## src/rtl/operator_sched_if.sv

```systemverilog
// Request/response and operator-side bundle of operator_sched.
// master = scheduler side, slave = requesters, sink and operator IP.
interface operator_sched_if #(
  parameter int NUM_REQ = 4
);
  localparam int IDW = $clog2(NUM_REQ);

  logic [NUM_REQ-1:0]    req_valid;
  logic [NUM_REQ-1:0]    req_ready;
  logic [32*NUM_REQ-1:0] req_a;
  logic [32*NUM_REQ-1:0] req_b;
  logic [32*NUM_REQ-1:0] req_c;
  logic [32*NUM_REQ-1:0] req_mode;

  logic                  resp_valid;
  logic                  resp_ready;
  logic [IDW-1:0]        resp_id;
  logic [63:0]           resp_z;

  logic [31:0]           op_reg_addr;
  logic [31:0]           op_reg_wr_data;
  logic                  op_reg_wr;
  logic [31:0]           op_a;
  logic [31:0]           op_b;
  logic [31:0]           op_c;
  logic [63:0]           op_z;

  logic                  busy;

  modport master (
    input  req_valid, req_a, req_b,
    input  req_c, req_mode,
    output req_ready,
    output resp_valid, resp_id, resp_z,
    input  resp_ready,
    output op_reg_addr, op_reg_wr_data,
    output op_reg_wr,
    output op_a, op_b, op_c,
    input  op_z,
    output busy
  );

  modport slave (
    output req_valid, req_a, req_b,
    output req_c, req_mode,
    input  req_ready,
    input  resp_valid, resp_id, resp_z,
    output resp_ready,
    input  op_reg_addr, op_reg_wr_data,
    input  op_reg_wr,
    input  op_a, op_b, op_c,
    output op_z,
    input  busy
  );
endinterface

```

## src/rtl/operator_sched.sv

```systemverilog
// Round-robin scheduler sharing one operator datapath between requesters.
// Ports: clk, rst (async active-low), bus (operator_sched_if.master).
module operator_sched #(
  parameter int          NUM_REQ    = 4,
  parameter int          OP_LATENCY = 3,
  parameter logic [31:0] CFG_ADDR   = 32'h0000_0010
) (
  input logic              clk,
  input logic              rst,
  operator_sched_if.master bus
);

  localparam int IDW = $clog2(NUM_REQ);
  localparam int CW  = $clog2(OP_LATENCY + 1);
  localparam logic [CW-1:0] CNT_INIT = CW'(OP_LATENCY);
  localparam logic [CW-1:0] CNT_ONE  = CW'(1);

  typedef enum logic [1:0] {
    IDLE,
    CFG,
    EXEC,
    RESP
  } state_e;

  state_e         state_q, state_d;
  logic [IDW-1:0] rr_ptr_q, rr_ptr_d;
  logic [CW-1:0]  cnt_q, cnt_d;
  logic [31:0]    lm_q, lm_d;
  logic           lmv_q, lmv_d;
  logic [31:0]    a_q, a_d;
  logic [31:0]    b_q, b_d;
  logic [31:0]    c_q, c_d;
  logic [31:0]    mode_q, mode_d;
  logic [IDW-1:0] id_q, id_d;
  logic [31:0]    opa_q, opa_d;
  logic [31:0]    opb_q, opb_d;
  logic [31:0]    opc_q, opc_d;
  logic [63:0]    rz_q, rz_d;
  logic [IDW-1:0] rid_q, rid_d;

  logic           gnt_vld;
  logic [IDW-1:0] gnt_idx;
  logic [IDW-1:0] gnt_nxt;
  logic [31:0]    sel_a;
  logic [31:0]    sel_b;
  logic [31:0]    sel_c;
  logic [31:0]    sel_m;

  // Walk downward so the lowest offset from rr_ptr wins.
  always_comb begin
    gnt_vld = 1'b0;
    gnt_idx = '0;
    for (int k = NUM_REQ - 1; k >= 0; k--) begin
      logic [IDW-1:0] idx;
      idx = IDW'((int'(rr_ptr_q) + k) % NUM_REQ);
      if (bus.req_valid[idx]) begin
        gnt_vld = 1'b1;
        gnt_idx = idx;
      end
    end
  end

  assign gnt_nxt = IDW'((int'(gnt_idx) + 1) % NUM_REQ);
  assign sel_a   = bus.req_a[32*gnt_idx +: 32];
  assign sel_b   = bus.req_b[32*gnt_idx +: 32];
  assign sel_c   = bus.req_c[32*gnt_idx +: 32];
  assign sel_m   = bus.req_mode[32*gnt_idx +: 32];

  always_comb begin
    state_d            = state_q;
    rr_ptr_d           = rr_ptr_q;
    cnt_d              = cnt_q;
    lm_d               = lm_q;
    lmv_d              = lmv_q;
    a_d                = a_q;
    b_d                = b_q;
    c_d                = c_q;
    mode_d             = mode_q;
    id_d               = id_q;
    opa_d              = opa_q;
    opb_d              = opb_q;
    opc_d              = opc_q;
    rz_d               = rz_q;
    rid_d              = rid_q;
    bus.req_ready      = '0;
    bus.resp_valid     = 1'b0;
    bus.op_reg_wr      = 1'b0;
    bus.op_reg_addr    = '0;
    bus.op_reg_wr_data = '0;
    unique case (state_q)
      IDLE: begin
        if (gnt_vld) begin
          bus.req_ready[gnt_idx] = 1'b1;
          a_d      = sel_a;
          b_d      = sel_b;
          c_d      = sel_c;
          mode_d   = sel_m;
          id_d     = gnt_idx;
          rr_ptr_d = gnt_nxt;
          if (!lmv_q || sel_m != lm_q) begin
            state_d = CFG;
          end else begin
            // Same mode as last time: skip the register write.
            state_d = EXEC;
            opa_d   = sel_a;
            opb_d   = sel_b;
            opc_d   = sel_c;
            cnt_d   = CNT_INIT;
          end
        end
      end
      CFG: begin
        bus.op_reg_wr      = 1'b1;
        bus.op_reg_addr    = CFG_ADDR;
        bus.op_reg_wr_data = mode_q;
        lm_d    = mode_q;
        lmv_d   = 1'b1;
        opa_d   = a_q;
        opb_d   = b_q;
        opc_d   = c_q;
        cnt_d   = CNT_INIT;
        state_d = EXEC;
      end
      EXEC: begin
        cnt_d = cnt_q - CNT_ONE;
        if (cnt_q == CNT_ONE) begin
          rz_d    = bus.op_z;
          rid_d   = id_q;
          state_d = RESP;
        end
      end
      RESP: begin
        bus.resp_valid = 1'b1;
        if (bus.resp_ready) begin
          state_d = IDLE;
        end
      end
      default: state_d = IDLE;
    endcase
  end

  always_ff @(posedge clk or negedge rst) begin
    if (!rst) begin
      state_q  <= IDLE;
      rr_ptr_q <= '0;
      cnt_q    <= '0;
      lm_q     <= '0;
      lmv_q    <= 1'b0;
      a_q      <= '0;
      b_q      <= '0;
      c_q      <= '0;
      mode_q   <= '0;
      id_q     <= '0;
      opa_q    <= '0;
      opb_q    <= '0;
      opc_q    <= '0;
      rz_q     <= '0;
      rid_q    <= '0;
    end else begin
      state_q  <= state_d;
      rr_ptr_q <= rr_ptr_d;
      cnt_q    <= cnt_d;
      lm_q     <= lm_d;
      lmv_q    <= lmv_d;
      a_q      <= a_d;
      b_q      <= b_d;
      c_q      <= c_d;
      mode_q   <= mode_d;
      id_q     <= id_d;
      opa_q    <= opa_d;
      opb_q    <= opb_d;
      opc_q    <= opc_d;
      rz_q     <= rz_d;
      rid_q    <= rid_d;
    end
  end

  assign bus.op_a    = opa_q;
  assign bus.op_b    = opb_q;
  assign bus.op_c    = opc_q;
  assign bus.resp_z  = rz_q;
  assign bus.resp_id = rid_q;
  assign bus.busy    = (state_q != IDLE);

endmodule

```

## src/flat_wrapper.sv

```systemverilog
// flat-port wrapper written by rule: the top's interface ports become plain ports
module operator_sched_flat 
#(
  parameter int          NUM_REQ    = 4,
  parameter int          OP_LATENCY = 3,
  parameter logic [31:0] CFG_ADDR   = 32'h0000_0010
)
  (clk, rst, bus_req_valid, bus_req_a, bus_req_b, bus_req_c, bus_req_mode, bus_req_ready, bus_resp_valid, bus_resp_id, bus_resp_z, bus_resp_ready, bus_op_reg_addr, bus_op_reg_wr_data, bus_op_reg_wr, bus_op_a, bus_op_b, bus_op_c, bus_op_z, bus_busy);
  operator_sched_if #(.NUM_REQ(NUM_REQ)) bus_i ();
  input logic clk;
  input logic rst;
  input wire logic [$bits(bus_i.req_valid)-1:0] bus_req_valid;
  input wire logic [$bits(bus_i.req_a)-1:0] bus_req_a;
  input wire logic [$bits(bus_i.req_b)-1:0] bus_req_b;
  input wire logic [$bits(bus_i.req_c)-1:0] bus_req_c;
  input wire logic [$bits(bus_i.req_mode)-1:0] bus_req_mode;
  output wire logic [$bits(bus_i.req_ready)-1:0] bus_req_ready;
  output wire logic [$bits(bus_i.resp_valid)-1:0] bus_resp_valid;
  output wire logic [$bits(bus_i.resp_id)-1:0] bus_resp_id;
  output wire logic [$bits(bus_i.resp_z)-1:0] bus_resp_z;
  input wire logic [$bits(bus_i.resp_ready)-1:0] bus_resp_ready;
  output wire logic [$bits(bus_i.op_reg_addr)-1:0] bus_op_reg_addr;
  output wire logic [$bits(bus_i.op_reg_wr_data)-1:0] bus_op_reg_wr_data;
  output wire logic [$bits(bus_i.op_reg_wr)-1:0] bus_op_reg_wr;
  output wire logic [$bits(bus_i.op_a)-1:0] bus_op_a;
  output wire logic [$bits(bus_i.op_b)-1:0] bus_op_b;
  output wire logic [$bits(bus_i.op_c)-1:0] bus_op_c;
  input wire logic [$bits(bus_i.op_z)-1:0] bus_op_z;
  output wire logic [$bits(bus_i.busy)-1:0] bus_busy;
  assign bus_i.req_valid = bus_req_valid;
  assign bus_i.req_a = bus_req_a;
  assign bus_i.req_b = bus_req_b;
  assign bus_i.req_c = bus_req_c;
  assign bus_i.req_mode = bus_req_mode;
  assign bus_req_ready = bus_i.req_ready;
  assign bus_resp_valid = bus_i.resp_valid;
  assign bus_resp_id = bus_i.resp_id;
  assign bus_resp_z = bus_i.resp_z;
  assign bus_i.resp_ready = bus_resp_ready;
  assign bus_op_reg_addr = bus_i.op_reg_addr;
  assign bus_op_reg_wr_data = bus_i.op_reg_wr_data;
  assign bus_op_reg_wr = bus_i.op_reg_wr;
  assign bus_op_a = bus_i.op_a;
  assign bus_op_b = bus_i.op_b;
  assign bus_op_c = bus_i.op_c;
  assign bus_i.op_z = bus_op_z;
  assign bus_busy = bus_i.busy;
  operator_sched #(.NUM_REQ(NUM_REQ), .OP_LATENCY(OP_LATENCY), .CFG_ADDR(CFG_ADDR)) u_core (.clk(clk), .rst(rst), .bus(bus_i));
endmodule
```

## config.mk

```make
export PLATFORM = sky130hd
export DESIGN_NAME = operator_sched_flat
export DESIGN_NICKNAME = d
export VERILOG_FILES = /design/src/rtl/operator_sched_if.sv /design/src/rtl/operator_sched.sv /design/src/flat_wrapper.sv
export SDC_FILE = /design/constraint.sdc
export NUM_CORES = 1
export LEC_CHECK = 0
export CORE_AREA = 8 8 314 316
export CTS_BUF_LIST = sky130_fd_sc_hd__clkbuf_16
export CTS_CLUSTER_DIAMETER = 40
export CTS_CLUSTER_SIZE = 40
export DETAILED_ROUTE_END_ITERATION = 10
export DIE_AREA = 0 0 322 324
export GPL_ROUTABILITY_DRIVEN = 0
export SYNTH_ARGS = -nofsm -noshare
export SYNTH_HDL_FRONTEND = slang
export SYNTH_SLANG_ARGS = --single-unit
```

## constraint.sdc

```tcl
create_clock -name clk -period 6.8 [get_ports clk]
set_input_delay 1.36 -clock clk [delete_from_list [all_inputs] [get_ports clk]]
set_output_delay 1.36 -clock clk [all_outputs]
set_load 0.1 [all_outputs]
```

==> results of run 1 <==
[metal layers]
layer  wire [µm]  vias to the layer above
li1            -                     9142
met1       35600                     9122
met2       41300                      715
met3        6630                      151
met4        2560                        4
met5          27                        -
[path summary, 6_finish.rpt]
kind / endpoint / slack, ps / cells past startpoint
max: u_core.bus.op_a[2] / 1510 / 14
min: u_core.id_q[1] / 470 / 2
max reg2reg: u_core.bus.op_a[2] / 2380 / 13
min reg2reg: u_core.id_q[1] / 470 / 2
max in group asynchronous: u_core.lm_q[21] / 4830 / 2
min in group asynchronous: u_core.bus.op_b[21] / 710 / 1
[critical path, stage by stage]
cell and delay [ps]:
clkdlybuf4s50_1 490, nor2b_1 270, a211oi_2 150, nor2_4 270, inv_8 230, a211oi_1 340, a31o_2 170, xor2_1 270
nand4_1 120, nor3_1 490, and4_1 410, nand2_4 390, buf_12 370, o221a_2 290
[cell usage after synthesis (3+ instances only)]
cell type / n
nand2_1: 769
dfrtp_1: 331
nand3_1: 203
clkbuf_1: 125
o21ai_0: 125
nor2_1: 109
mux2_2: 108
nand2b_1: 101
o221a_2: 55
o221a_1: 41
and2_1: 38
buf_4: 35
buf_2: 24
and3_1: 23
buf_1: 23
mux2i_1: 23
a211oi_1: 21
a31o_2: 16
xor2_1: 14
nand4_1: 10
ha_1: 9
a21oi_1: 8
nor2b_1: 8
xnor2_1: 8
buf_6: 7
inv_1: 7
nor3_1: 6
a31oi_1: 5
o21bai_1: 4
nor4_1: 3
o22ai_1: 3
[power groups by stage]
stage / sequential [W] / clock, W / combinational [W]
global placement: 0.00362 / 0 / 0.0110
CTS: 0.00363 / 0.00383 / 0.0111
floorplan: 0.00706 / 0 / 0.00453
finish: 0.00363 / 0.00374 / 0.0110
detailed placement: 0.00365 / 0 / 0.0111
global route: 0.00375 / 0.00393 / 0.0117
[metrics by stage]
stage | instances | hold slack (ps)
after floorplan | 2330 | 442
after global placement | 4194 | 458
after detailed placement | 4194 | 467
after CTS | 4329 | 478
after global routing | 4330 | 505
final | 4332 | 474
[final cells by class]
type / count / area [µm²] / area share (%)
multi-input combinational: 1776 / 9850 / 32.3
sequential: 331 / 8280 / 27.1
timing repair buffer: 813 / 8170 / 26.7
clock buffer: 74 / 1850 / 6.06
tap: 1265 / 1580 / 5.18
clock inverter: 61 / 751 / 2.46
inverter: 9 / 43.8 / 0.143
antenna: 3 / 7.51 / 0.0246
[sequential cells by signal, indices dropped and copies added (netlist names)]
| signal | cells |
|---|---|
| u_core.a_q | 32 |
| u_core.state_q | 2 |
| u_core.lm_q | 32 |
| u_core.b_q | 32 |
| u_core.rr_ptr_q | 2 |
| u_core.cnt_q | 2 |
| u_core.lmv_q | 1 |
| u_core.bus.op_a | 32 |
| u_core.bus.resp_z | 64 |
| u_core.bus.op_b | 32 |
| u_core.bus.resp_id | 2 |
| u_core.bus.op_c | 32 |
| u_core.c_q | 32 |
| u_core.id_q | 2 |
| u_core.mode_q | 32 |
[logic make-up (layout without fill, tap and decap cells)]
group,Yosys count,after routing
and+or+nand+nor,1282,1282
DFF,331,331
AOI/OAI and AO/OA,300,300
buffers and inverters,223,957
muxes,132,132
xor gates and xnor gates,22,22
adders and majority gates,9,9
other,1,34
==> run metrics, run 1 <==
Total GRT Usage 15.6%; Setup Fix Bufs, Post-CTS 0; Final #Nets roughly 3,600; largest family of logic cells by synthesized area simple AND/OR/NAND/NOR gates; total CTS buffers 74; Cell Area, Placed 27,900 µm²; # IOs 816; core area approximately 94,000 µm²; CP required 7270 ps; worst setup margin 1510 ps; antenna violations before repair 6; adder-cell share of the synthesized area 0.592%; Worst Hold Launch u_core.id_q[1]; DRT Pass-1 Iters 5; grt met2 use 26.1%; CP startpoint bus_req_valid[2]; syn_area_per_cell between 8 and 9 µm²; r2r startpoint u_core.rr_ptr_q[1]; DP Worst Slack roughly 960 ps; post-synthesis cell type with the largest combined area dfrtp_1; predominant post-synthesis flop cell dfrtp_1; PD cells 602 nW/µm²; DRT iter0 DRCs around 980; Pint a little under 0.009 W; status complete, no violations; post-route cell area 30,500 µm²; hold violation count in the final report 0; DP HPWL around 64,000 µm; Synth Area in XOR/XNOR 1.01%; period utilisation layout between 70 and 80%; most frequent cells in the layout 777 x clkdlybuf4s50_1, 768 x nand2_1, 331 x dfrtp_1; # H-tree levels 3; mapped cell area 19,000 µm²; commonest non-fill, non-tap cell in the layout clkdlybuf4s50_1; # clock sinks approximately 330; max-slew violations 0; Seq/Total Area, Yosys a little over two fifths; total grt overflow 0; Port Buffer Count approximately 780; met1 global-route usage 19.2%; Data arrival, critical path approximately 5800 ps; Switching Share a little over half; yosys warns 0; maximum clock insertion buffer count 3; WL final between 80,000 and 90,000 µm; Post-DRT Antenna Nets 0; Mapped Cells approximately 2,300; largest net degree at the start of global routing 140; switching power 0.00969 W; first-pass GRT wire length between 100,000 and 150,000 µm; hold buffers post-CTS 0; kind of critical path in2reg; Clk pwr share around a fifth; number of global-route vias before repair 19,900; Slew HR between 20% and 30%; Die X roughly 320 µm; number of gates resized after cts 0; Final Util between 30% and 40%; RSZ-0062 raised after global routing no; Synth async-reset ratio 100%; Starting Density 20.3%; die height approximately 320 µm; Worst Hold Class reg2reg; # DRC 0; Worst-Margin Slew around 1100 ps; wire per inst 19.9 µm; Comb pwr share 59.9%; Post-synth EDFFs 0; setup tns final 0 ps; Power Total 0.0184 W; die area about 100,000 µm²; worst skew pair latency 630 ps; layer with the highest usage met2; crit start category input pin; post-synthesis compound-gate area fraction between 10% and 20%; Clock Skew between 50 and 60 ps; Clock Pin Slew Worst Setup and Hold Paths 50 ps; synth top area cells dfrtp_1 44%, nand2_1 15%, mux2_2 6.4%, nand3_1 5.3%, nand2b_1 3.3%; fill count 9,844; CP Max Fanout 76; CTS tree built; row cnt approximately 110; M3 GR Usage between 4 and 5%; layout cells sized above 1 between 10% and 20%; Area growth syn-to-layout 60.6%; Sequential Power Share roughly a fifth; Root Driver clkbuf_16; via count 19,100; Yosys top cell area share 43.5%; VDD IR-drop max roughly 0.29 mV; final number of setup-violating endpoints 0; Vias per Instance around 4.4; Yosys cell types 60; flop and latch count out of synthesis 331; CP Capture Type flip-flop; Synth Area in Simple Gates 29.4%; Max Clk Rate ~190 MHz; Pleak between 10 and 15 nW; post-layout min period 5290 ps; multiplexer area fraction after synthesis approximately 7.7%; Max-Cap Viols 0
Power figures use the tool's default switching activity.
==> inputs of run 2 (changes only) <==
- CORE_AREA: 8 8 314 316 -> 8 8 315 317
- DIE_AREA: 0 0 322 324 -> 0 0 323 325
- clock period: 6.8 -> 4.5 ns (I/O delays scaled with it)
==> run 2 against run 1 <==
Worst hold slack got worse by 96 ps. Global-route usage about the same. Count of clock-buffer cells in the layout down 5. Critical path type is now in2out.
==> run metrics, run 2 (synthesis gave the netlist of run 1 again) <==
status complete, no violations; layout cells sized above 1 14.5%; largest net degree at the start of global routing about 100; CP required approximately 3600 ps; total grt overflow 0; total CTS buffers 69; Max Clk Rate 231 MHz; Setup Fix Bufs, Post-CTS 0; worst skew pair latency 590 ps; period utilisation layout 96.4%; Post-DRT Antenna Nets 0; crit-path max cell delay approximately 500 ps; CP Capture Type output pin; DRT iter0 DRCs roughly 950; # DRC 0; Power Total 0.0279 W; # H-tree levels 3; core area 94,200 µm²; crit path max-delay cell type clkdlybuf4s50_1; hold violation count in the final report 0; most frequent cells in the layout 768 x nand2_1, 743 x clkdlybuf4s50_1, 331 x dfrtp_1; FF+latch area 8280 µm²; fill count approximately 9,900; post-layout min period ~4300 ps; Final Util around 33%; setup tns final 0 ps; number of gates resized after cts 0; via count 19,400; Slew HR a little over a fifth; # clock sinks ~330; Final #Nets 3,668; Switching Share between 50% and 60%; maximum clock insertion buffer count 3; CP Max Fanout slightly below 100; number of global-route vias before repair around 21,000; crit path cell chain clkdlybuf4s50_1 -> nand2_1 -> a211oi_2 -> nor2_4 -> buf_12 -> inv_8 -> buf_4 -> buf_12 -> ha_1 -> and2_2 -> buf_12; # IOs about 800; Data arrival, critical path approximately 3400 ps; wire per inst roughly 20 µm; Vias per Instance approximately 4.4; Total GRT Usage about 16%; first-pass GRT wire length ~130,000 µm; CP delay by family, top buffers and inverters; max reg flops 64; crit start category input pin; switching power about 0.015 W; commonest non-fill, non-tap cell in the layout nand2_1; WL final around 86,000 µm; Worst-Margin Slew 1170 ps; Root Driver clkbuf_16; kind of critical path in2out; final number of setup-violating endpoints 0; CTS tree built; VDD IR-drop max 0.427 mV; Area growth syn-to-layout 63.1%; Multi-input gate area slightly below 10,000 µm²; CP Buf/Inv Count 6; Clock Skew 23.6 ps; Clock Pin Slew Worst Setup and Hold Paths approximately 50 ps; Starting Density roughly a fifth; die area around 100,000 µm²; hold buffers post-CTS 0; Cell Area, Placed approximately 29,000 µm²; die height between 300 and 400 µm; Comb pwr share about three fifths; Sequential Power Share 19.7%; post-route cell area 31,000 µm²; RSZ-0062 raised after global routing no; antenna violations before repair 6; DRT Pass-1 Iters 5; Pleak between 10 and 15 nW; Pint about 0.013 W; Port Buffer Count 784; max-slew violations 0; row cnt 113; DP HPWL approximately 67,000 µm; Max-Cap Viols 0; PD cells approximately 900 nW/µm²; Die X ~320 µm; Critical Path Most Common Cell buf_12; Worst Hold Class in2async; Clk pwr share between 10% and 20%
## run 2: cell count changes in the layout (fill, tap and decap cells not counted), sizes merged
| cell | previous run | this run |
|---|---|---|
| clkbuf | 74 | 69 |
| bufinv | 12 | 10 |
| clkdlybuf4s50 | 777 | 743 |
| buf | 36 | 146 |
| diode | 3 | 2 |
| clkinv | 31 | 30 |
## run 2: path summary, 6_finish.rpt
kind | from | endpoint | slack (ps) | cells past startpoint
setup / recovery | bus_req_valid[0] | bus_req_ready[0] | 160 | 11
hold / removal | rst | u_core.b_q[20] | 380 | 1
setup reg to reg | u_core.rr_ptr_q[1] | u_core.bus.op_b[9] | 800 | 14
hold reg to reg | u_core.id_q[0] | u_core.id_q[0] | 480 | 2
max in group asynchronous | rst | u_core.mode_q[2] | 3160 | 2
min in group clk | u_core.id_q[0] | u_core.id_q[0] | 480 | 2
## run 2: routing by layer
metal	GRT usage, %	share of wire, %	vias to the layer above	routed length, µm
li1	-	-	9276	-
met1	18.0	40	9212	34100
met2	26.9	48	755	41700
met3	4.55	7.8	171	6730
met4	6.23	4.0	4	3480
met5	0	0.026	-	22
## run 2: layout make-up
| cell class | count | share of cell area [%] |
|---|---|---|
| sequential | 331 | 26.7 |
| multi-input combinational | 1776 | 31.8 |
| clock buffer | 69 | 5.57 |
| clock inverter | 58 | 2.21 |
| timing repair buffer | 889 | 28.5 |
| antenna | 2 | 0.0161 |
| inverter | 9 | 0.149 |
| tap | 1265 | 5.10 |
## run 2: power by group through the flow
stage,clock network (W),logic [W],registers (W)
floorplan,0,0.00685,0.0107
global placement,0,0.0171,0.00550
detailed placement,0,0.0173,0.00553
CTS,0.00539,0.0173,0.00551
global route,0.00554,0.0182,0.00569
finish,0.00526,0.0171,0.00551
## run 2: per-stage QoR
stage | instances | setup slack, ps | hold slack, ps
4_1_cts | 4397 | 62.4 | 390
6_report | 4399 | 164 | 379
2_1_floorplan | 2330 | 232 | 442
3_3_place_gp | 4270 | -158 | 460
5_1_grt | 4397 | 23.9 | 403
3_5_place_dp | 4270 | -282 | 470
==> inputs of run 3 (changes only) <==
- GPL_ROUTABILITY_DRIVEN: 0 -> default
==> results of run 3 <==
Same layout as run 2: the final DEF is identical, and so are final timing and power.
